<file path="src/rtl/video_sprite_loader.sv">
// Purpose : Avalon-MM write initiator that loads a sprite bitmap from a sync ROM into the
//           sprite core (bypass on, pixels, x/y origin, bypass off), or rewrites only the origin.
// Latency : start -> first write next cycle, done 2*NPIX+5 cycles after start; pos_upd -> done in 3.
// Backpr. : avm_waitrequest_i stalls the FSM; address/data/write are held until the write completes.
//
// Ports
//   clk, rst            clock, synchronous active-high reset
//   start_i             pulse, full load (accepted only when idle)
//   pos_upd_i           pulse, origin-only update (accepted only when idle; start wins)
//   x_pos_i, y_pos_i    origin, captured when a pulse is accepted
//   busy_o              sequence in progress
//   done_o              one-cycle pulse in the first idle cycle after a sequence
//   rom_addr_o          sprite ROM read address
//   rom_data_i          sprite ROM data, one cycle after rom_addr_o
//   avm_write_o, avm_address_o, avm_writedata_o, avm_waitrequest_i   Avalon-MM write master

module video_sprite_loader #(
   parameter int RGB_SIZE      = 12,
   parameter int SPRITE_HSIZE  = 32,
   parameter int SPRITE_VSIZE  = 32,
   parameter int SPRITE_RAM_AW = 10,
   parameter int ADDR_W        = SPRITE_RAM_AW + 2,
   parameter int PIX_BASE      = 16
) (
   input  logic                     clk,
   input  logic                     rst,
   input  logic                     start_i,
   input  logic                     pos_upd_i,
   input  logic [31:0]              x_pos_i,
   input  logic [31:0]              y_pos_i,
   output logic                     busy_o,
   output logic                     done_o,
   output logic [SPRITE_RAM_AW-1:0] rom_addr_o,
   input  logic [RGB_SIZE-1:0]      rom_data_i,
   output logic                     avm_write_o,
   output logic [ADDR_W-1:0]        avm_address_o,
   output logic [31:0]              avm_writedata_o,
   input  logic                     avm_waitrequest_i
);

   localparam int NPIX   = SPRITE_HSIZE * SPRITE_VSIZE;
   localparam int LAST_I = NPIX - 1;
   localparam logic [SPRITE_RAM_AW:0] LAST_PIX = LAST_I[SPRITE_RAM_AW:0];

   typedef enum logic [2:0] {
      S_IDLE,
      S_BYP_ON,
      S_PIX_RD,
      S_PIX_WR,
      S_XO_WR,
      S_YO_WR,
      S_BYP_OFF
   } state_t;

   state_t                   state_q, state_d;
   logic [SPRITE_RAM_AW:0]   pix_cnt_q, pix_cnt_d;
   logic [31:0]              x_q, x_d;
   logic [31:0]              y_q, y_d;
   logic                     full_q, full_d;      // 1: full load, 0: origin-only update
   logic                     done_q, done_d;
   logic [RGB_SIZE-1:0]      pix_dat_q, pix_dat_d;
   logic                     pix_new_q, pix_new_d; // first cycle of PIX_WR: ROM output is fresh

   logic                     wr_ok;
   logic [RGB_SIZE-1:0]      pix_sel;
   logic [ADDR_W-1:0]        pix_addr;

   assign wr_ok    = ~avm_waitrequest_i;
   // Take the ROM word on entry to PIX_WR, then replay the captured copy through stalls.
   assign pix_sel  = pix_new_q ? rom_data_i : pix_dat_q;
   assign pix_addr = ADDR_W'(PIX_BASE) + ADDR_W'({pix_cnt_q, 1'b0});

   assign busy_o     = (state_q != S_IDLE);
   assign done_o     = done_q;
   assign rom_addr_o = pix_cnt_q[SPRITE_RAM_AW-1:0];

   always_comb begin
      state_d         = state_q;
      pix_cnt_d       = pix_cnt_q;
      x_d             = x_q;
      y_d             = y_q;
      full_d          = full_q;
      done_d          = 1'b0;
      pix_dat_d       = pix_dat_q;
      pix_new_d       = 1'b0;
      avm_write_o     = 1'b0;
      avm_address_o   = '0;
      avm_writedata_o = '0;

      case (state_q)
         S_IDLE: begin
            if (start_i) begin
               state_d   = S_BYP_ON;
               pix_cnt_d = '0;
               x_d       = x_pos_i;
               y_d       = y_pos_i;
               full_d    = 1'b1;
            end else if (pos_upd_i) begin
               state_d = S_XO_WR;
               x_d     = x_pos_i;
               y_d     = y_pos_i;
               full_d  = 1'b0;
            end
         end
         S_BYP_ON: begin
            avm_write_o     = 1'b1;
            avm_writedata_o = 32'd1;
            if (wr_ok) state_d = S_PIX_RD;
         end
         S_PIX_RD: begin
            state_d   = S_PIX_WR;
            pix_new_d = 1'b1;
         end
         S_PIX_WR: begin
            avm_write_o     = 1'b1;
            avm_address_o   = pix_addr;
            avm_writedata_o = {{(32-RGB_SIZE){1'b0}}, pix_sel};
            pix_dat_d       = pix_sel;
            if (wr_ok) begin
               if (pix_cnt_q == LAST_PIX) begin
                  state_d = S_XO_WR;
               end else begin
                  pix_cnt_d = pix_cnt_q + 1'b1;
                  state_d   = S_PIX_RD;
               end
            end
         end
         S_XO_WR: begin
            avm_write_o     = 1'b1;
            avm_address_o   = ADDR_W'(4);
            avm_writedata_o = x_q;
            if (wr_ok) state_d = S_YO_WR;
         end
         S_YO_WR: begin
            avm_write_o     = 1'b1;
            avm_address_o   = ADDR_W'(8);
            avm_writedata_o = y_q;
            if (wr_ok) begin
               if (full_q) begin
                  state_d = S_BYP_OFF;
               end else begin
                  state_d = S_IDLE;
                  done_d  = 1'b1;
               end
            end
         end
         S_BYP_OFF: begin
            avm_write_o = 1'b1;
            if (wr_ok) begin
               state_d = S_IDLE;
               done_d  = 1'b1;
            end
         end
         default: state_d = S_IDLE;
      endcase
   end

   always_ff @(posedge clk) begin
      if (rst) begin
         state_q   <= S_IDLE;
         pix_cnt_q <= '0;
         x_q       <= '0;
         y_q       <= '0;
         full_q    <= 1'b0;
         done_q    <= 1'b0;
         pix_dat_q <= '0;
         pix_new_q <= 1'b0;
      end else begin
         state_q   <= state_d;
         pix_cnt_q <= pix_cnt_d;
         x_q       <= x_d;
         y_q       <= y_d;
         full_q    <= full_d;
         done_q    <= done_d;
         pix_dat_q <= pix_dat_d;
         pix_new_q <= pix_new_d;
      end
   end

endmodule
</file>
<file path="config.mk">
export PLATFORM = sky130hd
export DESIGN_NAME = video_sprite_loader
export DESIGN_NICKNAME = d
export VERILOG_FILES = /design/src/rtl/video_sprite_loader.sv
export SDC_FILE = /design/constraint.sdc
export NUM_CORES = 1
export LEC_CHECK = 0
export CAP_MARGIN = 15
export CORE_ASPECT_RATIO = 0.75
export CORE_MARGIN = 2
export CORE_UTILIZATION = 47
export CTS_CLUSTER_DIAMETER = 150
export CTS_CLUSTER_SIZE = 25
export DETAILED_ROUTE_END_ITERATION = 10
export PLACE_DENSITY = 0.88
export SYNTH_ARGS = -nofsm -noshare
export SYNTH_HDL_FRONTEND = slang
export SYNTH_SLANG_ARGS = --single-unit
</file>
<file path="constraint.sdc">
create_clock -name clk -period 1.9 [get_ports clk]
set_input_delay 0.19 -clock clk [delete_from_list [all_inputs] [get_ports clk]]
set_output_delay 0.19 -clock clk [all_outputs]
set_load 0.05 [all_outputs]
</file>
==> impl_results.md, run 1 <==
- Largest net degree at the start of global routing: 65
- Worst Setup End Kind: output pin
- # diodes: 0
- Worst Max-Slew Pin Slew: 0.839 ns
- Syn. warnings: 0
- GRT overflow: 0
- First-pass GRT wire length: 21000 microns
- CTS tree: done
- Sequential area share after synthesis: 0.417
- Layout area overhead: 50.8%
- Post-synth top area share: 0.417
- Fill cells: 653
- Clk pwr share: 0.189
- Sw Ratio: 0.421
- Crit share post-route: 0.975
- Synth Register Bits: 93
- Worst-Skew Late Latency: 0.34 ns
- Fmax: 540 MHz
- Iter 0 DRT Violations: 354
- Syn_nets: approximately 660
- VDD IR max: 1.06 mV
- Syn avg cell area: 7.81 sq um
- Design Power: slightly below 0.009 W
- Int Pwr: 0.00515 W
- CP startpoint kind: register
- DP HPWL: a little over 9000 microns
- Clk buf depth: 2
- CORE AREA: 9160 sq um
- Clock sink count: 93
- Max_cap viols: 0
- I/O pin count: 138
- CP max FO: 16
- Fin area: 6740 sq um
- Flop2flop setup slack: 0.08 ns
- Max_slew headroom: 0.440
- Worst Path Arrival: 1.66 ns
- Distinct cells, synth: 48
- Syn Inst Count: 572
- Top cells by area, synth: dfxtp_1 42%, nand2_1 14%, a21oi_1 10%, mux2i_1 9.9%, nor2_1 2.7%
- Overall routed net length: 13300 microns
- WL/cell: about 16 microns
- Worst hold margin: 0.397 ns
- Worst endpoint required time: 1.71 ns
- Final Hold Fails: 0
- Std-Cell Rows: 30
- Placer Congestion: 0.912
- Pre-CTS WS: -0.0126 ns
- RSZ-0062 raised after global routing: true
- Width of the die: 117 microns
- Outcome: complete, no violations
- Combinational Power Share: 0.499
- Gr usage total: 0.258
- Vias in the first global route: roughly 4300
- Psw: 0.00375 W
- Ys flop type: dfxtp_1
- Height of the die: 88.4 microns
- Hold Crit Class: input port to register
- Final setup margin: about 0.047 ns
- Placed Cells: between 800 and 900
- Via density: 5.52
- Post-route insts no fill: 831
- Area leader, netlist: dfxtp_1
- Ys async rst share: 0
- CP Capture Point: avm_writedata_o[11]
- # port buffers: 136
- CTS buffer count: 9
- Reg2reg path depth: 5
- CP Class: register to output pin
- Hold buffers post-CTS: 0
- Via Count: 4591
- Final ANT Viol Nets: 0
- Most frequent cells in the layout: 161 x nand2_1, 90 x a21oi_1, 89 x clkdlybuf4s50_1, 80 x dfxtp_1, 45 x buf_4
- Share of cells above drive strength 1: 0.230
- Leading cell type in the layout, fill and taps excluded: nand2_1
- Root buffer cell: clkbuf_16
- Synthesized cell area: 4470 sq um
- Post-layout minimum cycle time: 1.85 ns
- Reg2reg start: state_q[2]
- DIE AREA: 10300 sq um
- 1st-pass router iterations: 5
- Placed Area: 6250 sq um
- Clock transition at path regs: 0.07 ns
- Pwr Density: 1320 nW/um^2
- Initial core utilization: 0.488
- Total Nets Final: 781
- Sequential Power Share: 0.313
- Initial antenna violation count: 0
- H-tree Lvls: 3
- Worst setup path start: state_q[0]
- Finish-stage setup viols: 0
- Clock Skews: 0.00615 ns
- Post-synth EDFFs: 0
- DRC: 0
- Leakage power: 2.41 nW
- R2r endpoint: pix_cnt_q[7]
- Count of final max-slew check failures: 0
==> timing repair <==
action	4_1_cts	5_1_grt
endpoints found under the setup margin	42	10
pin swaps	2	3
resized for setup	23	12
setup buffers	5	2
gates cloned	1	0
==> cells in the mapped netlist, types with 4 or more instances <==
cell / number
nand2_1: 161
dfxtp_1: 93
a21oi_1: 91
mux2i_1: 44
nor2_1: 32
clkbuf_1: 22
buf_2: 15
buf_4: 12
o22ai_1: 12
or4_1: 8
inv_1: 7
nand3_1: 6
o21ai_0: 6
o31ai_1: 6
or3_1: 4
==> power by group through the flow <==
stage | Sequential [W] | Combinational (W) | Clock (W)
after floorplan | 0.00265 | 0.00287 | 0
after global placement | 0.00273 | 0.00413 | 0
after detailed placement | 0.00277 | 0.00425 | 0
after CTS | 0.00276 | 0.00442 | 0.00170
after global routing | 0.00284 | 0.00477 | 0.00177
final | 0.00278 | 0.00444 | 0.00168
==> cells by family (layout without fill, tap and decap cells) <==
group	after synthesis	after routing	synth area share
xor gates and xnor gates	6	6	0.0118
adders and majority gates	2	2	0.00560
DFF	93	93	0.417
AOI/OAI and AO/OA	129	129	0.162
muxes	44	44	0.0986
buffers and inverters	58	189	0.0647
and+or+nand+nor	239	239	0.240
other	1	1	0.000840
==> worst min path at each step <==
stage | slack, ns | endpoint | start | depth (start not counted)
final | 0.40 | y_q[18] | y_pos_i[18] | 3
after global placement | 0.44 | pix_dat_q[9] | pix_dat_q[9] | 2
after detailed placement | 0.45 | x_q[14] | x_q[14] | 2
after global routing | 0.41 | y_q[26] | y_pos_i[26] | 3
after CTS | 0.39 | y_q[1] | y_pos_i[1] | 3
after floorplan | 0.27 | done_o | avm_waitrequest_i | 1
==> registers in the layout (all words and copies together) (netlist names) <==
name,count
y_q,32
pix_dat_q,12
x_q,32
full_q,1
state_q,3
done_o,1
pix_new_q,1
pix_cnt_q,11
==> worst max-delay path, cell delays in order (launching register included) <==
cell and delay (ns):
dfxtp_4 0.44, buf_12 0.20, mux2i_2 0.35, o22ai_2 0.16, buf_12 0.17
==> cell type report <==
class | instances | area (sq um) | share of cell area
Multi-Input combinational cell | 421 | 2530 | 0.375
Clock buffer | 10 | 229 | 0.0340
Clock inverter | 6 | 46.3 | 0.00687
Sequential cell | 93 | 1890 | 0.280
Tap cell | 128 | 160 | 0.0238
Inverter | 7 | 26.3 | 0.00390
Timing Repair Buffer | 166 | 1860 | 0.276
==> per-layer routing <==
layer | global-route usage | routed length [microns]
met1 | 0.324 | 5400
met2 | 0.446 | 6610
met3 | 0.0562 | 1060
met4 | 0.0856 | 259
met5 | 0 | 0
==> through the flow <==
stage / setup TNS, ns / utilization
6_report: 0 / 0.735
2_1_floorplan: -1.30 / -
3_5_place_dp: -0.0126 / 0.683
5_1_grt: -0.0152 / 0.735
3_3_place_gp: 0 / 0.683
4_1_cts: 0 / 0.728
No activity file was read; power rests on OpenSTA's default activity.
==> run 2: changes to the inputs <==
Settings changed: CORE_MARGIN 2 to default, CORE_UTILIZATION 47 to 63, DONT_BUFFER_PORTS from default to 1, PLACE_DENSITY 0.88 to 0.87.
==> impl_results.md, run 2 (synthesis results as in run 1) <==
- Fill cells: 188
- CP max FO: 14
- VDD IR max: 0.860 mV
- Clk buf depth: 2
- Leakage power: 2.39 nW
- Initial core utilization: 0.654
- Gr usage total: 0.411
- Area of the multi-input gates: 2610 sq um
- Clk pwr share: 0.156
- Share of cells above drive strength 1: 0.253
- Overall routed net length: ~19000 microns
- Largest net degree at the start of global routing: 80
- Worst Setup End Kind: output pin
- Reg2reg path depth: 6
- Sw Ratio: 0.473
- Root buffer cell: clkbuf_8
- Combinational Power Share: 0.527
- Std-Cell Rows: 26
- Sequential Power Share: 0.317
- Crit share post-route: 1.08
- Finish-stage setup viols: 20
- Height of the die: 74.9 microns
- # port buffers: 0
- Via density: 6.97
- CP Class: register to output pin
- CTS tree: done
- Initial antenna violation count: 1
- Register area: 1900 sq um
- Clock transition at path regs: 0.10 ns
- DRC: 0
- Placed Area: roughly 5000 sq um
- Final Hold Fails: 0
- Worst endpoint required time: 1.71 ns
- CORE AREA: 6830 sq um
- CTS buffer count: 9
- Psw: 0.00433 W
- 1st-pass router iterations: 8
- Max_slew headroom: 0.664
- Outcome: finished, violations left
- Int Pwr: between 0.004 and 0.005 W
- Hold Crit Class: input port to register
- Fmax: 489 MHz
- Width of the die: 99.2 microns
- Clock Skews: 0.0142 ns
- Most frequent cells in the layout: 161 x nand2_1, 89 x a21oi_1, 82 x dfxtp_1, 79 x dlygate4sd3_1, 54 x buf_4
- Leading cell type in the layout, fill and taps excluded: nand2_1
- Worst Path Arrival: 1.86 ns
- Count of final max-slew check failures: 0
- Placer Congestion: 0.846
- Total Nets Final: 778
- DP HPWL: 7770 microns
- Worst Max-Slew Pin Slew: 0.500 ns
- Layout area overhead: 45.1%
- DIE AREA: approximately 7400 sq um
- I/O pin count: 138
- Via Count: 5487
- TNS Setup: -0.687 ns
- WL/cell: 24.2 microns
- Design Power: 0.00914 W
- Final setup margin: -0.146 ns
- Max_cap viols: 0
- Fin area: 6480 sq um
- GRT overflow: 0
- Regs by FF count: x_q: 32 flops, y_q: 32 flops, pix_dat_q: 12 flops
- H-tree Lvls: 3
- Clock sink count: 93
- First-pass GRT wire length: 23100 microns
- Final ANT Viol Nets: 0
- RSZ-0062 raised after global routing: true
- Pwr Density: around 1400 nW/um^2
- Iter 0 DRT Violations: 884
- Violated checks: negative setup slack
- Post-layout minimum cycle time: 2.05 ns
- Hold depth: 2
- Worst-Skew Late Latency: 0.39 ns
- Vias in the first global route: between 4000 and 5000
- CP startpoint kind: register
## run 2: cell types whose count changed in the layout (fill, tap and decap cells not counted), sizes merged, moves of 3 or more
cell	change
dlygate4sd3	+79
buf	+7
diode	+3
clkdlybuf4s50	-89
## run 2: metal layers
layer	part of all wire	GRT usage	vias to the layer above
li1	-	-	2188
met3	0.14	0.128	225
met1	0.34	0.457	2469
met5	0	0	-
met4	0.088	0.270	0
met2	0.44	0.701	605
## run 2: final cells by class
type,instances,area share
Multi-Input combinational cell,421,0.402
Clock buffer,10,0.0212
Timing Repair Buffer,163,0.250
Tap cell,84,0.0162
Clock inverter,6,0.0110
Inverter,7,0.00483
Antenna cell,3,0.00116
Sequential cell,93,0.293
## run 2: worst paths after layout
path | slack (ns) | end | from
worst max-delay path | -0.15 | avm_writedata_o[7] | state_q[0]
worst min-delay path | 0.0001 | state_q[1] | avm_waitrequest_i
worst min register to register | 0.46 | y_q[31] | y_q[31]
worst max register to register | -0.11 | x_q[0] | state_q[0]
## run 2: power by group through the flow
stage          registers, W  clock network, W  logic, W
2_1_floorplan       0.00265                 0   0.00287
3_3_place_gp        0.00272                 0   0.00365
3_5_place_dp        0.00276                 0   0.00379
4_1_cts             0.00273           0.00137   0.00400
5_1_grt             0.00290           0.00150   0.00505
6_report            0.00290           0.00143   0.00482
## run 2: worst max-delay path, cell delays in order (launching register included)
cell	delay (ns)
dfxtp_4	0.47
buf_12	0.21
mux2i_1	0.37
o22ai_1	0.19
buf_4	0.23
## run 2: through the flow
step / util / setup slack, ns / std cells / hold WS (ns)
6_report: 0.949 / -0.146 / 787 / 0.000121
5_1_grt: 0.948 / -0.222 / 785 / 0.00857
4_1_cts: 0.895 / 0.00129 / 773 / 0.000711
3_5_place_dp: 0.733 / 0.0973 / 677 / 0.275
3_3_place_gp: 0.733 / 0.183 / 677 / 0.274
2_1_floorplan: - / -0.261 / 572 / 0.269
## run 2: repair_timing
item                       in CTS  in global routing
hold endpoints to repair       79                  2
hold buffers                   78                  2
gates resized for setup        28                 59
pin swaps                       2                  4
gates cloned                    0                  1
setup buffers                   2                  8
setup endpoints to repair      42                 48
